===== config.mk =====
export PLATFORM = sky130hd
export DESIGN_NAME = alu_cmd_sequencer
export DESIGN_NICKNAME = d
export VERILOG_FILES = /design/src/rtl/alu_cmd_sequencer.sv
export SDC_FILE = /design/constraint.sdc
export NUM_CORES = 1
export LEC_CHECK = 0
export CELL_PAD_IN_SITES_DETAIL_PLACEMENT = 0
export CELL_PAD_IN_SITES_GLOBAL_PLACEMENT = 1
export CORE_MARGIN = 2
export CORE_UTILIZATION = 47
export DETAILED_ROUTE_END_ITERATION = 8
export PLACE_DENSITY = 0.76
export RECOVER_POWER = 50
export SYNTH_ARGS = -nofsm -noshare
export SYNTH_HDL_FRONTEND = slang
export SYNTH_SLANG_ARGS = --single-unit

===== constraint.sdc =====
create_clock -name clk -period 4.03 [get_ports clk]
set_input_delay 0.806 -clock clk [delete_from_list [all_inputs] [get_ports clk]]
set_output_delay 0.806 -clock clk [all_outputs]
set_load 0.02 [all_outputs]

===== src/rtl/alu_cmd_sequencer.sv =====
// Tagged ALU command sequencer: buffers commands, drives the ALU for ALU_LATENCY cycles and returns the result with its tag.
// Optional `ALU_CMD_ERRCHK_EN rejects op 111 and DIV-by-zero without touching the ALU bus.

module alu_cmd_fifo #(
  parameter int W     = 8,
  parameter int DEPTH = 4
) (
  input  logic         clk,
  input  logic         rst_n,
  input  logic         i_push,
  input  logic [W-1:0] i_dat,
  input  logic         i_pop,
  output logic [W-1:0] o_dat,
  output logic         o_full,
  output logic         o_empty
);
  localparam int AW = $clog2(DEPTH);
  localparam logic [AW:0] FULL_CNT = DEPTH[AW:0];

  logic [W-1:0]  r_mem [DEPTH];
  logic [AW-1:0] r_wp;
  logic [AW-1:0] r_rp;
  logic [AW:0]   r_cnt;
  logic          w_push;
  logic          w_pop;

  assign o_full  = (r_cnt == FULL_CNT);
  assign o_empty = (r_cnt == '0);
  assign w_push  = i_push & ~o_full;
  assign w_pop   = i_pop & ~o_empty;
  assign o_dat   = r_mem[r_rp];

  always_ff @(posedge clk) begin
    if (w_push) r_mem[r_wp] <= i_dat;
  end

  always_ff @(posedge clk or negedge rst_n) begin
    if (!rst_n) begin
      r_wp  <= '0;
      r_rp  <= '0;
      r_cnt <= '0;
    end else begin
      if (w_push) r_wp <= r_wp + AW'(1);
      if (w_pop)  r_rp <= r_rp + AW'(1);
      case ({w_push, w_pop})
        2'b10:   r_cnt <= r_cnt + (AW+1)'(1);
        2'b01:   r_cnt <= r_cnt - (AW+1)'(1);
        default: r_cnt <= r_cnt;
      endcase
    end
  end
endmodule

module alu_cmd_sequencer #(
  parameter int WIDTH       = 32,
  parameter int TAG_W       = 4,
  parameter int FIFO_DEPTH  = 4,
  parameter int ALU_LATENCY = 1
) (
  input  logic             clk,
  input  logic             rst_n,
  input  logic             i_cmd_valid,
  output logic             o_cmd_ready,
  input  logic [2:0]       i_cmd_op,
  input  logic [WIDTH-1:0] i_cmd_a,
  input  logic [WIDTH-1:0] i_cmd_b,
  input  logic [TAG_W-1:0] i_cmd_tag,
  output logic [WIDTH-1:0] o_alu_a,
  output logic [WIDTH-1:0] o_alu_b,
  output logic [2:0]       o_alu_op,
  input  logic [WIDTH-1:0] i_alu_result,
  output logic             o_rsp_valid,
  input  logic             i_rsp_ready,
  output logic [WIDTH-1:0] o_rsp_data,
  output logic [TAG_W-1:0] o_rsp_tag,
  output logic             o_rsp_err
);
  localparam int CW = (ALU_LATENCY > 1) ? $clog2(ALU_LATENCY) : 1;
  localparam logic [CW-1:0] CNT_INIT = CW'(ALU_LATENCY - 1);

  typedef struct packed {
    logic [2:0]       op;
    logic [WIDTH-1:0] a;
    logic [WIDTH-1:0] b;
    logic [TAG_W-1:0] tag;
  } cmd_t;

  typedef enum logic [1:0] {S_IDLE, S_ISSUE, S_RESP} state_t;

  state_t           r_state;
  logic [CW-1:0]    r_cnt;
  logic             r_live;
  logic [WIDTH-1:0] r_alu_a;
  logic [WIDTH-1:0] r_alu_b;
  logic [2:0]       r_alu_op;
  logic [TAG_W-1:0] r_tag;
  logic             r_rsp_vld;
  logic [WIDTH-1:0] r_rsp_data;
  logic [TAG_W-1:0] r_rsp_tag;
  logic             r_rsp_err;

  cmd_t w_in;
  cmd_t w_head;
  logic w_full;
  logic w_empty;
  logic w_push;
  logic w_pop;
  logic w_reject;

  assign w_in        = '{op: i_cmd_op, a: i_cmd_a, b: i_cmd_b, tag: i_cmd_tag};
  // r_live keeps cmd_ready low until the first edge after reset release.
  assign o_cmd_ready = r_live & ~w_full;
  assign w_push      = i_cmd_valid & o_cmd_ready;
  assign w_pop       = (r_state == S_IDLE) & ~w_empty;

`ifdef ALU_CMD_ERRCHK_EN
  assign w_reject = (w_head.op == 3'b111) || ((w_head.op == 3'b110) && (w_head.b == '0));
`else
  assign w_reject = 1'b0;
`endif

  alu_cmd_fifo #(.W($bits(cmd_t)), .DEPTH(FIFO_DEPTH)) u_fifo (
    .clk     (clk),
    .rst_n   (rst_n),
    .i_push  (w_push),
    .i_dat   (w_in),
    .i_pop   (w_pop),
    .o_dat   (w_head),
    .o_full  (w_full),
    .o_empty (w_empty)
  );

  always_ff @(posedge clk or negedge rst_n) begin
    if (!rst_n) begin
      r_state    <= S_IDLE;
      r_cnt      <= '0;
      r_live     <= 1'b0;
      r_alu_a    <= '0;
      r_alu_b    <= '0;
      r_alu_op   <= '0;
      r_tag      <= '0;
      r_rsp_vld  <= 1'b0;
      r_rsp_data <= '0;
      r_rsp_tag  <= '0;
      r_rsp_err  <= 1'b0;
    end else begin
      r_live <= 1'b1;
      case (r_state)
        S_IDLE: begin
          if (!w_empty) begin
            if (w_reject) begin
              r_rsp_data <= '0;
              r_rsp_tag  <= w_head.tag;
              r_rsp_err  <= 1'b1;
              r_rsp_vld  <= 1'b1;
              r_state    <= S_RESP;
            end else begin
              r_alu_a  <= w_head.a;
              r_alu_b  <= w_head.b;
              r_alu_op <= w_head.op;
              r_tag    <= w_head.tag;
              r_cnt    <= CNT_INIT;
              r_state  <= S_ISSUE;
            end
          end
        end
        S_ISSUE: begin
          if (r_cnt == '0) begin
            r_rsp_data <= i_alu_result;
            r_rsp_tag  <= r_tag;
            r_rsp_err  <= 1'b0;
            r_rsp_vld  <= 1'b1;
            r_state    <= S_RESP;
          end else begin
            r_cnt <= r_cnt - CW'(1);
          end
        end
        S_RESP: begin
          if (i_rsp_ready) begin
            r_rsp_vld <= 1'b0;
            r_state   <= S_IDLE;
          end
        end
        default: r_state <= S_IDLE;
      endcase
    end
  end

  assign o_alu_a     = r_alu_a;
  assign o_alu_b     = r_alu_b;
  assign o_alu_op    = r_alu_op;
  assign o_rsp_valid = r_rsp_vld;
  assign o_rsp_data  = r_rsp_data;
  assign o_rsp_tag   = r_rsp_tag;
  assign o_rsp_err   = r_rsp_err;
endmodule

==> impl_metrics.json <==
{
  "outcome": "finished, violations left",
  "violations": "max-capacitance violations, max-slew violations",
  "clk_latency_ns": 0.52,
  "gr-total-overflow": 0,
  "fp.coreArea_mm2": 0.0316,
  "antenna_found_initial": 5,
  "num_rows": 65,
  "synth_flop_cell": "edfxtp_1",
  "die_w_um": 183,
  "async_flop_share_pct": 29.4,
  "final_layout_size_suffix_gt1_share_pct": 27.0,
  "cts_tree": "yes",
  "worst_slew_pin_slew_ns": 1.85,
  "clkSinkCount": 402,
  "met3_length_mm": 1.92,
  "start_kind": "input pin",
  "die-height_um": 183,
  "skew_ns": 0.0149,
  "start_util_pct": 47.7,
  "power.density_mw_per_mm2": 789,
  "synthDistinctLibCells": 28,
  "hold_path.class": "in -> async",
  "synth-edff-count": 284,
  "wl_met1_mm": 12.1,
  "final_util_pct": 60.0,
  "max-vdd-ir-drop_mv": 0.484,
  "relSlewSlack_pct": -23.4,
  "maxCapViolations": 3,
  "leakage_uw": 0.00679,
  "hold_slack_ns": 0.220,
  "detail_route.vias_per_cell": 5.24,
  "cts_setup_buffers": 0,
  "worst-endpoint-arrival_ns": 2.93,
  "grtUsageTotal_pct": 17.4,
  "grt_pass1_vias": 7617,
  "rsz0062_at_grt": "false",
  "synth_common_cells": "edfxtp_1, dfrtp_1, mux2_4, mux4_2, mux2_2",
  "grt_pass1_wl_mm": 44.5,
  "boundaryPins": 213,
  "synth_nets": 761,
  "finalSetupViolations": 0,
  "drtIter0Drc": 434,
  "grt_max_degree": 73,
  "clk_pin_slew_worst_paths_ns": 0.06,
  "end_kind": "flop",
  "synth.most_common_cell": "edfxtp_1",
  "avgSynthCellArea_um2": 23.2,
  "report.final.hold_viol_count": 0,
  "nets": 995,
  "drc": 0,
  "synthTopCellsByArea": "edfxtp_1, dfrtp_1, mux4_2",
  "dp_hpwl_mm": 17.8,
  "numPortBuffers": 211,
  "syn_inst": 648,
  "dp_cells": 1240,
  "cts_resized": 0,
  "htreeDepth": 2,
  "fmax_mhz": 366,
  "slew_viol_final": 142,
  "dieArea_mm2": 0.0335,
  "yosys_warnings": 0,
  "crit_required_ns": 4.22,
  "crit_type": "in -> reg",
  "worst-path-max-fanout": 36,
  "timing.final.crit_share_pct": 67.9,
  "fill_cells": 2272,
  "area_growth_pct": 25.7,
  "gp_congestion": 0.750,
  "synth-seq-cells": 402,
  "synth_area_mm2": 0.0150,
  "clock_path_buffers": 3,
  "layout_min_cycle_time_ns": 2.74,
  "drtAntennaViolNets": 0,
  "instances_no_fill": 1319,
  "wire_per_inst_um": 21.7,
  "synth_seq_area_share_pct": 76.3,
  "drt_wl_total_mm": 28.6,
  "met2_length_mm": 14.1,
  "root_buffer": "clkbuf_16",
  "setup-tns-final_ns": 0,
  "cts_made_buffers": 42,
  "yosysTopAreaCell": "edfxtp_1",
  "power_uw": 14900,
  "synth_top_area_share_pct": 56.7,
  "hold_buffers": 0,
  "highest_layer": "met5",
  "vias": 6910,
  "first_pass_iters": 5
}
==> worst paths after layout <==
kind / startpoint / to / slack [ns] / cells after the start
max in group asynchronous: rst_n / u_fifo.r_rp[1] / 1.72 / 2
setup reg to reg: u_fifo.r_rp[1] / o_alu_op[0] / 1.49 / 2
hold reg to reg: o_alu_b[6] / o_alu_b[6] / 0.50 / 1
setup / recovery: i_cmd_valid / u_fifo.r_mem[0][55] / 1.29 / 5
min in group clk: o_alu_b[6] / o_alu_b[6] / 0.50 / 1
hold / removal: rst_n / o_alu_b[7] / 0.22 / 1
==> logic make-up after synthesis <==
family	count (synthesis)	share of synthesized area, %
fa+ha+maj	6	0.549
other cells	2	0.0499
buf+inv	33	1.48
xor+xnor	6	0.349
compound gates	5	0.200
simple gates	14	0.532
mux	180	20.6
flops	402	76.3
==> through the flow <==
stage,setup slack [ns],cell area [um2]
2_1_floorplan,0.704,15000
3_3_place_gp,0.883,17600
3_5_place_dp,0.791,17600
4_1_cts,1.30,19000
5_1_grt,1.15,18900
6_report,1.29,18900
==> metal layers <==
metal  vias to the layer above  GRT usage [%]
li1                       3069              -
met1                      3537           24.2
met2                       255           28.5
met3                        45           3.97
met4                         4           4.00
met5                         -              0
==> area by class of cell <==
| type | count | area, um2 | area share [%] |
|---|---|---|---|
| clock buffers | 68 | 1290 | 6.82 |
| multi-input cells | 213 | 3320 | 17.6 |
| diodes | 2 | 5.00 | 0.0264 |
| flip-flops and latches | 402 | 11500 | 60.7 |
| clock inverters | 9 | 53.8 | 0.284 |
| repair buffers | 219 | 2240 | 11.9 |
| inverters | 4 | 15.0 | 0.0793 |
| well taps | 402 | 503 | 2.66 |
==> cells in the final DEF (no fill, tap or decap), types with 5 or more instances in the layout <==
cell type / count
buf_12: 6
clkbuf_1: 14
clkbuf_16: 43
clkbuf_8: 12
clkdlybuf4s50_1: 137
clkinv_2: 6
dfrtp_1: 116
dlygate4sd3_1: 73
edfxtp_1: 284
ha_1: 5
mux2_1: 9
mux2_2: 41
mux2_4: 59
mux4_2: 68
==> worst max-delay path: stages <==
cell and delay (ns):
dlygate4sd3_1 0.53, nand2_1 0.05, a21oi_1 0.53, and2_4 0.66, buf_12 0.31
==> sequential cells by signal, indices dropped and copies added (netlist names) <==
signal and flops:
u_fifo.r_mem 284, o_alu_a 32, o_alu_b 32, o_rsp_data 32, o_rsp_tag 4, r_tag 4, o_alu_op 3, u_fifo.r_cnt 3
r_state 2, u_fifo.r_rp 2, u_fifo.r_wp 2, o_rsp_valid 1, r_live 1
==> power breakdown <==
| part | switching [uW] | internal (uW) |
|---|---|---|
| clock network | 1470 | 2190 |
| registers | 704 | 5410 |
| logic | 2180 | 2980 |
No activity file was read; power rests on OpenSTA's default activity.
